[src/rtl/demux_pkg.sv]
// demux_pkg
// Shared definitions for the 1-to-2 packet stream demultiplexer:
//   - default payload width and per-port buffer depth
//   - routing FSM state encoding
//   - width of the per-port delivered-packet counters
package demux_pkg;

  localparam int DATA_W_DEF = 32;
  localparam int DEPTH_DEF  = 2;
  localparam int PKT_CNT_W  = 16;

  // state  | meaning
  // IDLE   | between packets; next accepted beat is a first beat
  // ROUTE0 | mid-packet, beats go to port 0 until s_last
  // ROUTE1 | mid-packet, beats go to port 1 until s_last
  typedef enum logic [1:0] {
    IDLE   = 2'd0,
    ROUTE0 = 2'd1,
    ROUTE1 = 2'd2
  } state_t;

endpackage

[src/rtl/demux_fifo.sv]
// demux_fifo
// Per-port output buffer holding {last, data} entries. Occupancy is tracked
// with an explicit count so full/empty need no extra pointer bit, and both
// pointers wrap at DEPTH (DEPTH need not be a power of two).
// Ports:
//   clk, rst_n       clock, asynchronous active-low reset
//   push             write push_data/push_last (ignored when full)
//   push_data/last   entry to write
//   pop              drop head entry (ignored when empty)
//   head_data/last   head entry, forced to 0 while empty
//   full, empty      occupancy flags
module demux_fifo
  import demux_pkg::*;
#(
  parameter int DATA_W = DATA_W_DEF,
  parameter int DEPTH  = DEPTH_DEF
) (
  input  logic              clk,
  input  logic              rst_n,
  input  logic              push,
  input  logic [DATA_W-1:0] push_data,
  input  logic              push_last,
  input  logic              pop,
  output logic [DATA_W-1:0] head_data,
  output logic              head_last,
  output logic              full,
  output logic              empty
);

  localparam int PTR_W = $clog2(DEPTH);
  localparam int CNT_W = $clog2(DEPTH + 1);
  localparam logic [PTR_W-1:0] LAST_PTR = PTR_W'(DEPTH - 1);
  localparam logic [CNT_W-1:0] FULL_CNT = CNT_W'(DEPTH);

  logic [DATA_W:0]    mem [DEPTH];
  logic [PTR_W-1:0]   wr_ptr;
  logic [PTR_W-1:0]   rd_ptr;
  logic [CNT_W-1:0]   count;
  logic               do_push;
  logic               do_pop;
  logic [DATA_W:0]    head_entry;

  assign full    = (count == FULL_CNT);
  assign empty   = (count == '0);
  assign do_push = push & ~full;
  assign do_pop  = pop & ~empty;

  function automatic logic [PTR_W-1:0] next_ptr(input logic [PTR_W-1:0] p);
    return (p == LAST_PTR) ? '0 : p + 1'b1;
  endfunction

  // Storage carries no reset; stale entries are hidden by the empty gating
  // on the head outputs below.
  always_ff @(posedge clk) begin
    if (do_push) begin
      mem[wr_ptr] <= {push_last, push_data};
    end
  end

  always_ff @(posedge clk or negedge rst_n) begin
    if (!rst_n) begin
      wr_ptr <= '0;
      rd_ptr <= '0;
      count  <= '0;
    end else begin
      if (do_push) begin
        wr_ptr <= next_ptr(wr_ptr);
      end
      if (do_pop) begin
        rd_ptr <= next_ptr(rd_ptr);
      end
      case ({do_push, do_pop})
        2'b10:   count <= count + 1'b1;
        2'b01:   count <= count - 1'b1;
        default: count <= count;
      endcase
    end
  end

  assign head_entry = mem[rd_ptr];
  assign head_data  = empty ? '0   : head_entry[DATA_W-1:0];
  assign head_last  = empty ? 1'b0 : head_entry[DATA_W];

endmodule

[src/rtl/demux1to2_stream.sv]
// demux1to2_stream
// Routes whole packets from one valid/ready input stream to one of two
// output streams. The destination is s_sel on the first accepted beat and
// is held until the beat carrying s_last is accepted. Each output has its
// own buffer so a stalled port never blocks the other from draining.
// Ports:
//   clk, rst_n               clock, asynchronous active-low reset
//   s_valid/ready/data/last  input stream
//   s_sel                    destination of a packet (first beat only)
//   m0_* / m1_*              output streams, valid = buffer non-empty
//   pkt_cnt0 / pkt_cnt1      wrapping count of packets delivered per port
module demux1to2_stream
  import demux_pkg::*;
#(
  parameter int DATA_W = DATA_W_DEF,
  parameter int DEPTH  = DEPTH_DEF
) (
  input  logic                 clk,
  input  logic                 rst_n,
  input  logic                 s_valid,
  output logic                 s_ready,
  input  logic [DATA_W-1:0]    s_data,
  input  logic                 s_last,
  input  logic                 s_sel,
  output logic                 m0_valid,
  input  logic                 m0_ready,
  output logic [DATA_W-1:0]    m0_data,
  output logic                 m0_last,
  output logic                 m1_valid,
  input  logic                 m1_ready,
  output logic [DATA_W-1:0]    m1_data,
  output logic                 m1_last,
  output logic [PKT_CNT_W-1:0] pkt_cnt0,
  output logic [PKT_CNT_W-1:0] pkt_cnt1
);

  state_t state;
  logic   run;
  logic   target;
  logic   accept;
  logic   push0;
  logic   push1;
  logic   pop0;
  logic   pop1;
  logic   full0;
  logic   full1;
  logic   empty0;
  logic   empty1;

  // Mid-packet the target is locked by the state; between packets the
  // current s_sel decides which buffer's space gates s_ready.
  always_comb begin
    target = 1'b0;
    case (state)
      ROUTE0:  target = 1'b0;
      ROUTE1:  target = 1'b1;
      default: target = s_sel;
    endcase
  end

  // run holds s_ready low through reset and until the first edge after
  // release. Readiness looks only at buffer space, never at mX_ready.
  assign s_ready = run & (target ? ~full1 : ~full0);
  assign accept  = s_valid & s_ready;
  assign push0   = accept & ~target;
  assign push1   = accept & target;

  assign m0_valid = ~empty0;
  assign m1_valid = ~empty1;
  assign pop0     = m0_valid & m0_ready;
  assign pop1     = m1_valid & m1_ready;

  always_ff @(posedge clk or negedge rst_n) begin
    if (!rst_n) begin
      state    <= IDLE;
      run      <= 1'b0;
      pkt_cnt0 <= '0;
      pkt_cnt1 <= '0;
    end else begin
      run <= 1'b1;
      if (accept) begin
        case (state)
          IDLE: begin
            // single-beat packets never leave IDLE
            if (!s_last) begin
              state <= s_sel ? ROUTE1 : ROUTE0;
            end
          end
          ROUTE0, ROUTE1: begin
            if (s_last) begin
              state <= IDLE;
            end
          end
          default: state <= IDLE;
        endcase
      end
      if (pop0 && m0_last) begin
        pkt_cnt0 <= pkt_cnt0 + 1'b1;
      end
      if (pop1 && m1_last) begin
        pkt_cnt1 <= pkt_cnt1 + 1'b1;
      end
    end
  end

  demux_fifo #(
    .DATA_W (DATA_W),
    .DEPTH  (DEPTH)
  ) u_fifo0 (
    .clk       (clk),
    .rst_n     (rst_n),
    .push      (push0),
    .push_data (s_data),
    .push_last (s_last),
    .pop       (pop0),
    .head_data (m0_data),
    .head_last (m0_last),
    .full      (full0),
    .empty     (empty0)
  );

  demux_fifo #(
    .DATA_W (DATA_W),
    .DEPTH  (DEPTH)
  ) u_fifo1 (
    .clk       (clk),
    .rst_n     (rst_n),
    .push      (push1),
    .push_data (s_data),
    .push_last (s_last),
    .pop       (pop1),
    .head_data (m1_data),
    .head_last (m1_last),
    .full      (full1),
    .empty     (empty1)
  );

endmodule

[config.mk]
export PLATFORM = sky130hd
export DESIGN_NAME = demux1to2_stream
export DESIGN_NICKNAME = d
export VERILOG_FILES = /design/src/rtl/demux_pkg.sv /design/src/rtl/demux_fifo.sv /design/src/rtl/demux1to2_stream.sv
export SDC_FILE = /design/constraint.sdc
export NUM_CORES = 1
export LEC_CHECK = 0
export BUFFER_PORTS_ARGS = -buffer_cell sky130_fd_sc_hd__buf_2
export CAP_MARGIN = 30
export CORE_MARGIN = 4
export CORE_UTILIZATION = 55
export CTS_CLUSTER_DIAMETER = 50
export DETAILED_ROUTE_END_ITERATION = 6
export PLACE_DENSITY = 0.91
export REMOVE_ABC_BUFFERS = 1
export SYNTH_ARGS = -nofsm -noshare
export SYNTH_HDL_FRONTEND = slang
export SYNTH_SLANG_ARGS = --single-unit
[constraint.sdc]
create_clock -name clk -period 3.6 [get_ports clk]
set_input_delay 0.36 -clock clk [delete_from_list [all_inputs] [get_ports clk]]
set_output_delay 0.36 -clock clk [all_outputs]
set_load 0.005 [all_outputs]
## Word-level counts from Yosys, hierarchy flattened

Memory sizes are Yosys's and may differ from the RTL's.
Index checks and enable logic that the tools add are counted.

- Memories kept: 2
- Word-level logic and storage cells: 76
- RAM bits: 132
- Bits of input ports: 39
- Register bits: 43
- Bits in read-only memories: 0
- Latch bits: 0

- Multipliers: 0
- Reductions and logical operators: 9
- Divide/modulo/power cells: 0
- Mux-type cells: 20
- $add $sub $neg: 10
- Bitwise operators: 15
- Equality and inequality tests: 10
- Magnitude comparators: 0
- Shifts and indexed selects: 0

Memories:

| memory | words | bits a word | rd ports | clocked after memory_dff | wr ports | RTL line | RTL |
|---|---|---|---|---|---|---|---|
| u_fifo0.mem | 2 | 33 | 1 | 0 | 1 | demux_fifo.sv:35 | `logic [DATA_W:0] mem [DEPTH];` |
| u_fifo1.mem | 2 | 33 | 1 | 0 | 1 | demux_fifo.sv:35 |  |

Operators with widths:

| cell | count |
|---|---|
| 32-bit two-way mux | 2 |
| 16-bit by 1-bit adder with 16-bit output (second input constant) | 2 |
| 2-bit one-hot mux with 2 select lines | 3 |
| 1-bit two-way mux | 11 |
| 1-bit AND | 10 |
| 2-bit == test (second input constant) | 5 |
| 2-bit by 1-bit == test with 1-bit output (second input constant) | 3 |
| 2-bit logical NOT | 3 |
| 2-bit two-way mux | 3 |
| 1-bit inverter | 5 |
| 1-bit adder (second input constant) | 4 |
| 2-bit by 1-bit adder with 2-bit output (second input constant) | 2 |
| 2-bit != test (second input constant) | 2 |
| 2-bit nonzero test | 2 |
| 2-bit by 1-bit subtractor with 2-bit output (second input constant) | 2 |
| 3-bit AND reduction | 1 |
| 1-bit logical AND | 2 |
| 1-bit one-hot mux with 2 select lines | 1 |
| 2-bit OR reduction | 1 |

## Depth between registers and ports, before layout

Gate-level depths: netlist of the first run.

- Depth in word-level cells: 9
- Gate-level depth with buffers: 9

## By module

Synthesis of the first run repeated with hierarchy kept, for this count alone.

- Cell total of the unflattened synthesis: 465
- Area, all modules: 7,124.3 um^2

By module, submodules not included:

| module | seq. area each (um^2) | instances | cells an instance | area an instance (um^2) |
|---|---|---|---|---|
| demux_fifo | 2,082.0 | 2 | 157 | 2,698.8 |
| demux1to2_stream | 875.8 | 1 | 151 | 1,726.7 |

## Worst setup path before layout of the first run

Ideal clock, no wire load.

- Kind: register -> register
- Start point: reg state[1]
- End point: mem u_fifo0.mem[0][0] in the netlist's numbering (enable)
- Library setup time: 0.423 ns
- Stages on the path, launching flop included: 6
- Buffers on the path: 0
- Path slack: 0.423 ns
- Required time: 3.177 ns
- Data arrival time: 2.754 ns
- Cell sequence: dfrtp_1 -> inv_1 -> ha_1 -> mux2i_1 -> nand4_1 -> nor2_1

- Word-level cells in the longest chain between the ends: 9
- Elaborated cells between the ends (all ways): 11
- Classes of those cells: eq/ne: 2; mux: 4; bitwise: 5

RTL lines:

| element | RTL line | RTL |
|---|---|---|
| start: declaration | demux1to2_stream.sv:37 | `state_t state;` |
| start signal: assignment | demux1to2_stream.sv:86 | `state <= s_sel ? ROUTE1 : ROUTE0;` |
| 2-bit == test / 2-bit by 1-bit == test with 1-bit output (equally long branches) | demux1to2_stream.sv:54 | `case (state)` |
| 1-bit one-hot mux with 2 select lines * | demux1to2_stream.sv:54 |  |
| 1-bit two-way mux | demux1to2_stream.sv:63 | `assign s_ready = run & (target ? ~full1 : ~full0);` |
| 1-bit AND | demux1to2_stream.sv:63 |  |
| 1-bit AND | demux1to2_stream.sv:64 | `assign accept = s_valid & s_ready;` |
| 1-bit AND * | demux1to2_stream.sv:65 | `assign push0 = accept & ~target;` |
| 1-bit AND * | demux_fifo.sv:45 | `assign do_push = push & ~full;` |
| 1-bit two-way mux * | demux_fifo.sv:55 | `if (do_push) begin` |
| 1-bit two-way mux (not written as such) * | demux_fifo.sv:56 | `mem[wr_ptr] <= {push_last, push_data};` |
| end: declaration | demux_fifo.sv:35 |  |

Every way passes the cells marked *; elsewhere a longest branch is shown, timed or not.

## Worst setup path after layout of the first run

- Start point: reg state[0]
- End point: out s_ready

- Word-level cells in the longest chain between the ends: 4
- Elaborated cells between the ends (all ways): 5
- Classes of those cells: eq/ne: 2; mux: 2; bitwise: 1

RTL lines:

| element | RTL line | RTL |
|---|---|---|
| 2-bit == test / 2-bit by 1-bit == test with 1-bit output (equally long branches) | demux1to2_stream.sv:54 |  |
| 1-bit one-hot mux with 2 select lines * | demux1to2_stream.sv:54 |  |
| 1-bit two-way mux * | demux1to2_stream.sv:63 |  |
| 1-bit AND * | demux1to2_stream.sv:63 |  |
| end: declaration | demux1to2_stream.sv:21 | `output logic s_ready,` |

Marks and branches as above.

==> out/results.ini, run 1 <==
[timing]
rsz0062_at_grt=no
holdWs_ns=0.154
worst_slew_pin_slew_ns=0.890
tns_ns=0
setup_ws_ns=0.923
hold_viol=0
fin_crit_ns=2.68
fin_crit_sh_pct=74.4
slew_violations=0
slew_headroom_pct=40.5
skew_ns=0.0118
setup_viol=0
max_freq_mhz=374

[power_and_ir_drop]
p_sw_mw=2.11
intPower_mw=4.29
ir_worst_vdd_mv=0.414
combPwrFrac_pct=29.7
clockPowerShare_pct=27.6
leakage_nw=3.60
p_total_mw=6.40
power.share.switching_pct=33.0
seq_power_share_pct=42.7
powerDensity_nw_per_um2=749

[logic_synthesis]
netlist_area_um2=7020
postSynthCellCount=461
synth_area_leaders=edfxtp_1, dfrtp_1, mux2i_1, nor2_1, xnor2_1
yosys_warnings=0
synth_cell_types=33
synth_seq_cells=175
avgSynthCellArea_um2=15.2
yosysSeqAreaShare_pct=71.8
synthDominantCellAreaShare_pct=56.5
yosys.area.top_type=edfxtp_1

[floorplan]
initial_utilization_pct=55.9
dieArea_um2=14600
fp-row-count=41
die_w_um=121
coreArea_um2=12600
ios=140
die_h_um=121

[clocking]
clkTransAtPathRegs_ns=0.07
cts_buffer_depth=2
cts.sinks=175
cts_tree=built
cts_root_buffer=clkbuf_16
worstSkewPairLatency_ns=0.42
cts_made_buffers=17
htree_levels=4
cts_resized=0
cts_setup_buffers=0

[run]
maxCapViolCount=0

[layout]
layout.cells.non_filler=796
diodes=0
layout-drive-gt1-share_pct=31.4
area_growth_pct=21.6
fin_area_um2=8540
final_cell_mix=buf_2, edfxtp_1, nor2_1
nNetsFinal=656
final_core_util_pct=67.9
final_common_cell=buf_2

[grt]
grt_pass1_wl_um=22800
overflow=0
grt_use_total_pct=20.5
antenna_found_initial=2
grt_max_degree=44
grt_pass1_vias=4341

[placed_design]
hpwl_um=9570
portBuffers=139
gp_routability_congestion=0.795
placed_cells=762
pre_cts_slack_ns=1.00
placed_area_um2=7940

[routing]
drcViolationCount=0
first_pass_iters=4
postRouteAntennaNets=0
routed_wl_um=14500
viasPerCell=5.45
route.vias.total=4337
post_drt_wl_per_cell_um=18.2
dr.first_iter.drc_count=352

[status]
status=complete, no violations

[setup_path]
worstPathArrival_ns=2.32
cp_slowest_cell=mux2i_1
worstSetupEndpointType=output port
worst_r2r_path_depth=7
worstPathMaxFanout=4
worstPathCellList=inv_1, ha_1, mux2i_1, mux2_1, and2_1, buf_2
crit_type=reg -> out
slowest_delay_ns=0.43
start_kind=flip-flop
required_ns=3.24

[worst_hold_path]
hold_path_depth=1
worstHoldPathType=in -> reg

==> logic make-up after synthesis <==
kind of cell    share of synthesized area [%]
flops                                    71.8
simple gates                             9.50
mux                                      10.4
xor+xnor                                 4.99
buf+inv                                  1.64
fa+ha+maj                                1.07
compound gates                          0.553
other cells                            0.0534
==> power by group through the flow <==
stage / sequential (mW) / clock, mW / combinational (mW)
2_1_floorplan: 2.80 / 0 / 1.02
3_3_place_gp: 2.74 / 0 / 1.85
3_5_place_dp: 2.77 / 0 / 1.91
4_1_cts: 2.73 / 1.79 / 1.92
5_1_grt: 2.77 / 1.88 / 2.10
6_report: 2.73 / 1.77 / 1.90
==> sequential cells by signal, summed over array words and instances, names as in the netlist <==
register        cells
u_fifo0.count       2
u_fifo0.mem        66
u_fifo1.wr_ptr      1
run                 1
u_fifo1.mem        66
u_fifo1.count       2
state               2
pkt_cnt1           16
u_fifo0.rd_ptr      1
u_fifo0.wr_ptr      1
pkt_cnt0           16
u_fifo1.rd_ptr      1
==> area by class of cell <==
| class | instances | area [µm²] |
|---|---|---|
| Sequential cell | 175 | 5040 |
| Fill cell | 816 | 4030 |
| Multi-Input combinational cell | 260 | 1900 |
| Timing Repair Buffer | 147 | 771 |
| Clock buffer | 17 | 425 |
| Tap cell | 172 | 215 |
| Clock inverter | 15 | 149 |
| Inverter | 10 | 37.5 |
==> per-layer routing <==
| layer | wire length (µm) | global-route usage (%) | vias up | part of all wire (%) |
|---|---|---|---|---|
| met5 | 21 | 0 | - | 0.15 |
| met4 | 136 | 6.16 | 4 | 0.94 |
| met3 | 1110 | 6.29 | 16 | 7.7 |
| met2 | 7300 | 33.0 | 170 | 50 |
| met1 | 5890 | 27.0 | 2176 | 41 |
| li1 | - | - | 1971 | - |
==> path summary, 6_finish.rpt <==
check                                    startpoint                           end  slack (ns)
setup / recovery               state[0]$_DFFE_PN0P_                       s_ready        0.92
hold / removal                           s_data[24]  u_fifo1.mem[0][24]$_DFFE_PP_        0.15
setup reg to reg               state[0]$_DFFE_PN0P_  u_fifo1.mem[0][17]$_DFFE_PP_        0.95
hold reg to reg            pkt_cnt1[15]$_DFFE_PN0P_      pkt_cnt1[15]$_DFFE_PN0P_        0.47
max in group asynchronous                     rst_n    u_fifo1.rd_ptr$_DFFE_PN0P_        2.87
min in group asynchronous                     rst_n       pkt_cnt0[8]$_DFFE_PN0P_        0.29
==> cells in the mapped netlist <==
library cell	instances
edfxtp_1	132
mux2i_1	66
nor4_4	3
clkbuf_1	6
nor3_1	3
inv_2	4
mux2_1	3
buf_2	8
mux2i_2	1
buf_4	2
o21ai_2	1
o21ai_1	2
nor4b_1	1
and4_1	1
nand2_1	11
a21o_1	1
o211ai_1	1
inv_1	6
and2_1	3
dfrtp_1	43
nand4_1	14
mux2i_4	1
and3_1	6
nor2b_1	2
nor2_1	76
xnor2_1	32
conb_1	1
o21ai_0	1
nand2b_1	2
ha_1	6
nand3_1	13
nor3_2	1
xor2_1	8
==> critical path: cells and delay by family (launching register included) <==
kind          cells  cell delay, ns
buf+inv           2            0.21
mux               2            0.81
flops             1            0.37
fa+ha+maj         1            0.36
simple gates      1            0.16
==> what timing repair did <==
| item | 4_1_cts | 5_1_grt |
|---|---|---|
| hold endpoints to repair | 0 | 4 |
| hold buffers | 0 | 1 |
| endpoints found under the setup margin | 0 | 0 |
Note: power is estimated with default switching activity, not from simulation.
==> run 2, diff against run 1 <==
--- a/config.mk
+++ b/config.mk
@@ -5,13 +5,14 @@
 export SDC_FILE = /design/constraint.sdc
 export NUM_CORES = 1
 export LEC_CHECK = 0
+export ABC_AREA = 1
 export BUFFER_PORTS_ARGS = -buffer_cell sky130_fd_sc_hd__buf_2
 export CAP_MARGIN = 30
 export CORE_MARGIN = 4
 export CORE_UTILIZATION = 55
 export CTS_CLUSTER_DIAMETER = 50
 export DETAILED_ROUTE_END_ITERATION = 6
-export PLACE_DENSITY = 0.91
+export PLACE_DENSITY = 0.9
 export REMOVE_ABC_BUFFERS = 1
 export SYNTH_ARGS = -nofsm -noshare
 export SYNTH_HDL_FRONTEND = slang
==> constraint.sdc (replaced) <==
create_clock -name clk -period 2.8 [get_ports clk]
set_input_delay 0.28 -clock clk [delete_from_list [all_inputs] [get_ports clk]]
set_output_delay 0.28 -clock clk [all_outputs]
set_load 0.005 [all_outputs]
==> out/results.ini, run 2 <==
[logic_synthesis]
yosysMostFrequentCell=nand2_1  ; was edfxtp_1
yosys_warnings=0  ; unchanged
yosysSeqAreaShare_pct=69.4  ; was 71.8%
synthDominantCellAreaShare_pct=54.6  ; was 56.5%
postSynthCellCount=653  ; was 461
synthTopCellsByCount=nand2_1, edfxtp_1, a21oi_1, dfrtp_1, inv_1  ; was edfxtp_1, nor2_1, mux2i_1, dfrtp_1, xnor2_1
synth_ff_type=edfxtp_1  ; unchanged
synth_area_leaders=edfxtp_1, dfrtp_1, nand2_1, a21oi_1, inv_1  ; was edfxtp_1, dfrtp_1, mux2i_1, nor2_1, xnor2_1
synth_seq_cells=175  ; unchanged
avgSynthCellArea_um2=11.1  ; was 15.2 µm²
synth_cell_types=27  ; was 33
netlist_area_um2=7260  ; was 7020 µm²
synth-edff-count=132  ; unchanged
yosys.area.top_type=edfxtp_1  ; unchanged
async_reset_ff_share_pct=24.6  ; unchanged

[routing]
routed_wl_um=16000  ; was 14500 µm
dr.first_iter.drc_count=425  ; was 352
viasPerCell=5.29  ; was 5.45
post_drt_wl_per_cell_um=16.2  ; was 18.2 µm
drcViolationCount=0  ; unchanged
route.vias.total=5211  ; was 4337
first_pass_iters=5  ; was 4
postRouteAntennaNets=0  ; unchanged

[setup_path]
crit_family=simple AND/OR/NAND/NOR gates  ; was multiplexers
slowest_delay_ns=0.41  ; was 0.43 ns
reg2reg_setup_slack_ns=0.46  ; was 0.95 ns
crit_path_end=u_fifo0.mem[0][10]$_DFFE_PP_  ; was s_ready
critPathLaunch=state[1]$_DFFE_PN0P_  ; was state[0]$_DFFE_PN0P_
cp_slowest_cell=buf_4  ; was mux2i_1
worstPathMaxFanout=33  ; was 4
r2r_end=u_fifo0.mem[0][10]$_DFFE_PP_  ; was u_fifo1.mem[0][17]$_DFFE_PP_
required_ns=2.86  ; was 3.24 ns
cpMostUsedCell=nand2_1
crit_buf_inv=4  ; was 2
worstPathCellList=inv_1, ha_1, inv_1, nand2_1, nand2_1, nand2_1, nand2_1, nor2_1, nand4_1, inv_1, buf_4  ; was inv_1, ha_1, mux2i_1, mux2_1, and2_1, buf_2
worstSetupEndpointType=flip-flop  ; was output port
start_kind=flip-flop  ; unchanged
crit_type=reg -> reg  ; was reg -> out
worstPathArrival_ns=2.40  ; was 2.32 ns
r2r_start=state[1]$_DFFE_PN0P_  ; was state[0]$_DFFE_PN0P_
path_depth=11  ; was 6
worst_r2r_path_depth=11  ; was 7

[worst_hold_path]
worstHoldPathType=in -> reg  ; unchanged

[layout]
ff_latch_area_um2=5040  ; about the same
nNetsFinal=845  ; was 656
n_fill_cell=882  ; was 816
multi_input_area_um2=1980  ; was 1900 µm²
final_core_util_pct=69.1  ; was 67.9%
final_common_cell=nand2_1  ; was buf_2
top_regs=u_fifo0.mem: 66 flops, u_fifo1.mem: 66 flops  ; unchanged
area_growth_pct=21.5  ; was 21.6%
layout.cells.non_filler=985  ; was 796
layout-drive-gt1-share_pct=24.1  ; was 31.4%
final_cell_mix=nand2_1, buf_2, edfxtp_1  ; was buf_2, edfxtp_1, nor2_1
diodes=0  ; unchanged

[grt]
grt_pass1_wl_um=24400  ; was 22800 µm
grt_use_total_pct=21.6  ; was 20.5%
grt_max_degree=44  ; unchanged
antenna_found_initial=1  ; was 2
overflow=0  ; unchanged
grt_pass1_vias=4754  ; was 4341

[timing]
fin_crit_ns=2.34
holdWs_ns=0.0783  ; was 0.154 ns
hold_viol=0  ; unchanged
slew_headroom_pct=64.4  ; was 40.5%
rsz0062_at_grt=no  ; unchanged
fin_crit_sh_pct=83.6
tns_ns=0  ; unchanged
slew_violations=0  ; unchanged
skew_ns=0.00731  ; was 0.0118 ns
worst_slew_pin_slew_ns=0.534  ; was 0.890 ns
max_freq_mhz=427
setup_viol=0  ; unchanged

[clocking]
clkTransAtPathRegs_ns=0.06  ; was 0.07 ns
worstSkewPairLatency_ns=0.42  ; about the same
cts_setup_buffers=0  ; unchanged
cts_tree=built  ; unchanged
htree_levels=4  ; unchanged
cts_root_buffer=clkbuf_16  ; unchanged
cts.sinks=175  ; unchanged
cts_resized=0  ; unchanged
cts_hold_buf=0  ; unchanged
cts_buffer_depth=2  ; unchanged
cts_made_buffers=17  ; unchanged

[floorplan]
fp-row-count=41  ; unchanged
dieArea_um2=15100  ; was 14600 µm²
die_w_um=123  ; was 121 µm
die_h_um=123  ; was 121 µm
coreArea_um2=12800  ; was 12600 µm²
ios=140  ; unchanged
initial_utilization_pct=56.9  ; was 55.9%

[placed_design]
gp_routability_congestion=0.847  ; was 0.795
portBuffers=139  ; unchanged
placed_cells=951  ; was 762
hpwl_um=10300  ; was 9570 µm

[status]
status=complete, no violations  ; unchanged

[power_and_ir_drop]
leakage_nw=3.79  ; was 3.60 nW
powerDensity_nw_per_um2=986  ; was 749 nW/µm²
ir_worst_vdd_mv=0.518  ; was 0.414 mV

[run]
maxCapViolCount=0  ; unchanged

## run 2: changes by cell type after synthesis, moves of 5 or more
cell	delta
a21oi_1	+67
and3_1	-6
clkbuf_1	+9
inv_1	+32
mux2i_1	-66
nand2_1	+221
nor2_1	-44
xnor2_1	-25
xor2_1	+5
## run 2: cell type report
type	instances	share of cell area, %
sequential	175	57.1
multi-input combinational	414	22.4
timing repair buffer	149	8.91
clock buffer	22	5.04
tap	172	2.44
clock inverter	10	2.16
inverter	43	1.90
## run 2: worst reg2reg max path, stage by stage, from the launching register on
cell and delay, ns:
dfrtp_1 0.37, inv_1 0.05, ha_1 0.31, inv_1 0.05
nand2_1 0.09, nand2_1 0.12, nand2_1 0.08, nand2_1 0.05
nor2_1 0.22, nand4_1 0.15, inv_1 0.08, buf_4 0.41
## run 2: how the worst min path moves through the flow
| stage | start | to | slack, ns | cells after the start |
|---|---|---|---|---|
| global route | s_data[1] | u_fifo0.mem[0][1]$_DFFE_PP_ | 0.06 | 1 |
| finish | s_data[13] | u_fifo0.mem[1][13]$_DFFE_PP_ | 0.08 | 1 |
| CTS | rst_n | pkt_cnt1[12]$_DFFE_PN0P_ | 0.03 | 1 |
| global placement | state[0]$_DFFE_PN0P_ | state[0]$_DFFE_PN0P_ | 0.46 | 2 |
| detailed placement | state[0]$_DFFE_PN0P_ | state[0]$_DFFE_PN0P_ | 0.47 | 2 |
| floorplan | rst_n | pkt_cnt0[0]$_DFFE_PN0P_ | -0.02 | 0 |
## run 2: kinds of logic (layout without fill, tap and decap cells)
logic type / Yosys count / after routing / share of synthesized area (%)
other: 1 / 1 / 0.0516
flip-flops: 175 / 175 / 69.4
XOR/XNOR: 21 / 21 / 2.64
AND/OR/NAND/NOR: 310 / 310 / 18.0
adder cells (fa/ha/maj): 6 / 6 / 1.03
buffers and inverters: 64 / 224 / 3.67
AO/OA/AOI/OAI: 76 / 76 / 5.24
## run 2: metrics by stage
step / instance area, µm² / worst slack, ns / power (mW)
finish: 8820 / 0.458 / 8.70
global route: 8820 / 0.267 / 9.18
CTS: 8790 / 0.450 / 8.74
detailed placement: 8160 / 0.530 / 6.20
global placement: 8160 / 0.630 / 6.09
floorplan: 7160 / -0.178 / 4.91
## run 2: power by group
group / switching, mW / internal (mW)
clock network: 0.936 / 1.59
registers: 0.240 / 3.19
logic: 1.76 / 0.985
total: 2.93 / 5.77
## run 2: routing by layer
metal / track usage [%] / share of wire (%)
met5: 0 / 0.081
met4: 6.16 / 1.2
met3: 6.72 / 9.4
met2: 35.7 / 50
met1: 27.8 / 39
==> run 3, diff against run 2 <==
--- a/config.mk
+++ b/config.mk
@@ -5,14 +5,14 @@
 export SDC_FILE = /design/constraint.sdc
 export NUM_CORES = 1
 export LEC_CHECK = 0
-export ABC_AREA = 1
+export ABC_AREA = 0
 export BUFFER_PORTS_ARGS = -buffer_cell sky130_fd_sc_hd__buf_2
 export CAP_MARGIN = 30
 export CORE_MARGIN = 4
-export CORE_UTILIZATION = 55
+export CORE_UTILIZATION = 49
 export CTS_CLUSTER_DIAMETER = 50
 export DETAILED_ROUTE_END_ITERATION = 6
-export PLACE_DENSITY = 0.9
+export PLACE_DENSITY = 0.86
 export REMOVE_ABC_BUFFERS = 1
 export SYNTH_ARGS = -nofsm -noshare
 export SYNTH_HDL_FRONTEND = slang
==> constraint.sdc (replaced) <==
create_clock -name clk -period 2 [get_ports clk]
set_input_delay 0.2 -clock clk [delete_from_list [all_inputs] [get_ports clk]]
set_output_delay 0.2 -clock clk [all_outputs]
set_load 0.005 [all_outputs]
==> out/results.ini, run 3 (synthesis results as in run 1) <==
[layout]
nNetsFinal=721  ; was 845
top_regs=u_fifo0.mem: 66 flops, u_fifo1.mem: 66 flops  ; unchanged
n_fill_cell=868  ; was 882
ff_latch_area_um2=5040  ; about the same
multi_input_area_um2=1990  ; was 1980 µm²
area_growth_pct=36.0  ; was 21.5%
final_core_util_pct=68.5  ; was 69.1%
layout-drive-gt1-share_pct=36.6  ; was 24.1%
final_common_cell=buf_2  ; was nand2_1
final_cell_mix=buf_2, edfxtp_1, nor2_1  ; was nand2_1, buf_2, edfxtp_1

[routing]
routed_wl_um=17800  ; was 16000 µm
post_drt_wl_per_cell_um=20.4  ; was 16.2 µm
first_pass_iters=5  ; unchanged
dr.first_iter.drc_count=381  ; was 425
viasPerCell=5.41  ; was 5.29
route.vias.total=4710  ; was 5211
postRouteAntennaNets=0  ; unchanged
drcViolationCount=0  ; unchanged

[grt]
antenna_found_initial=2  ; was 1
grt_use_total_pct=21.4  ; was 21.6%
grt_pass1_vias=4779  ; was 4754
grt_pass1_wl_um=26400  ; was 24400 µm
grt_max_degree=44  ; unchanged
overflow=0  ; unchanged

[worst_hold_path]
worstHoldPathType=in -> reg  ; unchanged
min_to=u_fifo0.mem[1][29]$_DFFE_PP_  ; was u_fifo0.mem[1][13]$_DFFE_PP_
hp-start=s_data[29]  ; was s_data[13]
hold_path_depth=1  ; unchanged

[clocking]
clkTransAtPathRegs_ns=0.06  ; about the same
cts_buffer_depth=2  ; unchanged
cts_root_buffer=clkbuf_16  ; unchanged
htree_levels=4  ; unchanged
worstSkewPairLatency_ns=0.42  ; about the same
cts.sinks=175  ; unchanged
cts_tree=built  ; unchanged
cts_made_buffers=17  ; unchanged

[setup_path]
crit_type=reg -> out  ; was reg -> reg
start_kind=flip-flop  ; unchanged
r2r_end=u_fifo0.mem[1][28]$_DFFE_PP_  ; was u_fifo0.mem[0][10]$_DFFE_PP_
worstPathMaxFanout=2  ; was 33
worstSetupEndpointType=output port  ; was flip-flop
worst_r2r_path_depth=10  ; was 11
worstPathArrival_ns=2.12  ; was 2.40 ns
critPathLaunch=state[0]$_DFFE_PN0P_  ; was state[1]$_DFFE_PN0P_
r2r_start=state[0]$_DFFE_PN0P_  ; was state[1]$_DFFE_PN0P_
reg2reg_setup_slack_ns=-0.27  ; was 0.46 ns
required_ns=1.80  ; was 2.86 ns

[timing]
skew_ns=0.0199  ; was 0.00731 ns
setup_ws_ns=-0.324  ; was 0.458 ns
hold_viol=0  ; unchanged
holdWs_ns=0.0152  ; was 0.0783 ns
setup_viol=135  ; was 0
fin_crit_sh_pct=116
max_freq_mhz=430
rsz0062_at_grt=yes  ; was no
fin_crit_ns=2.32
slew_violations=0  ; unchanged

[floorplan]
die_w_um=128  ; was 123 µm
die_h_um=128  ; was 123 µm
ios=140  ; unchanged
coreArea_um2=13900  ; was 12800 µm²
initial_utilization_pct=50.4  ; was 56.9%
dieArea_um2=16300  ; was 15100 µm²
fp-row-count=43  ; was 41

[placed_design]
gp_routability_congestion=0.808  ; was 0.847
hpwl_um=10200  ; was 10300 µm
portBuffers=139  ; unchanged

[power_and_ir_drop]
powerDensity_nw_per_um2=1340  ; was 986 nW/µm²
leakage_nw=4.04  ; was 3.79 nW
ir_worst_vdd_mv=0.662  ; was 0.518 mV
p_total_mw=12.8  ; was 8.70 mW

[status]
status=finished with violations  ; was complete, no violations
violations=negative setup slack

[run]
maxCapViolCount=0  ; unchanged

[run 3: cell types whose count changed in the layout (fill, tap and decap cells not counted), moves of 19 or more]
cell	change
inv_1	-34
xnor2_1	+23
nor2_1	+41
mux2i_1	+65
nand2_1	-221
a21oi_1	-67
dlygate4sd3_1	+19
[run 3: how the worst max path moves through the flow]
stage          slack, ns                      endpoint
2_1_floorplan      -1.18   u_fifo0.mem[0][0]$_DFFE_PP_
6_report           -0.32                       s_ready
5_1_grt            -0.35                       s_ready
3_3_place_gp       -0.04  u_fifo0.count[1]$_DFFE_PN0P_
4_1_cts            -0.28                       s_ready
3_5_place_dp       -0.19  u_fifo0.count[1]$_DFFE_PN0P_
[run 3: stage by stage]
step | instances | setup WS (ns) | setup TNS [ns] | instance area (µm²)
5_1_grt | 871 | -0.353 | -25.36 | 9550
2_1_floorplan | 445 | -1.18 | -141.00 | 6940
4_1_cts | 868 | -0.279 | -23.33 | 9520
6_report | 871 | -0.324 | -19.15 | 9550
3_3_place_gp | 788 | -0.0391 | -0.993 | 8170
3_5_place_dp | 788 | -0.194 | -14.18 | 8170
[run 3: final cells by class]
type | count | area share (%)
tap | 180 | 2.36
inverter | 10 | 0.446
clock buffer | 20 | 4.57
sequential | 175 | 52.8
multi-input combinational | 260 | 20.8
timing repair buffer | 212 | 17.2
antenna | 2 | 0.0524
clock inverter | 12 | 1.69
[run 3: power breakdown]
| group | total (mW) | switching [mW] | leakage (nW) | internal [mW] |
|---|---|---|---|---|
| logic | 4.61 | 2.39 | 2.00 | 2.22 |
| registers | 4.86 | 0.418 | 1.75 | 4.44 |
| clock network | 3.34 | 1.36 | 0.288 | 1.98 |
[run 3: what timing repair did]
item	4_1_cts	5_1_grt
endpoints found under the setup margin	162	140
resized for setup	41	25
pin swaps	3	5
setup buffers	19	8
gates cloned	10	4
hold buffers	19	1
hold endpoints to repair	110	4
[run 3: routing by layer]
metal	global-route usage, %	part of all wire [%]
met1	25.9	39
met2	38.3	53
met3	4.71	5.5
met4	7.05	2.1
met5	0	0
[run 3: worst max-delay path: stages, from the launching register on]
cell and delay, ns:
dfrtp_1 0.40, inv_2 0.08, ha_4 0.29, mux2i_4 0.25, buf_6 0.12, mux2_4 0.29, and2_4 0.16, buf_6 0.11
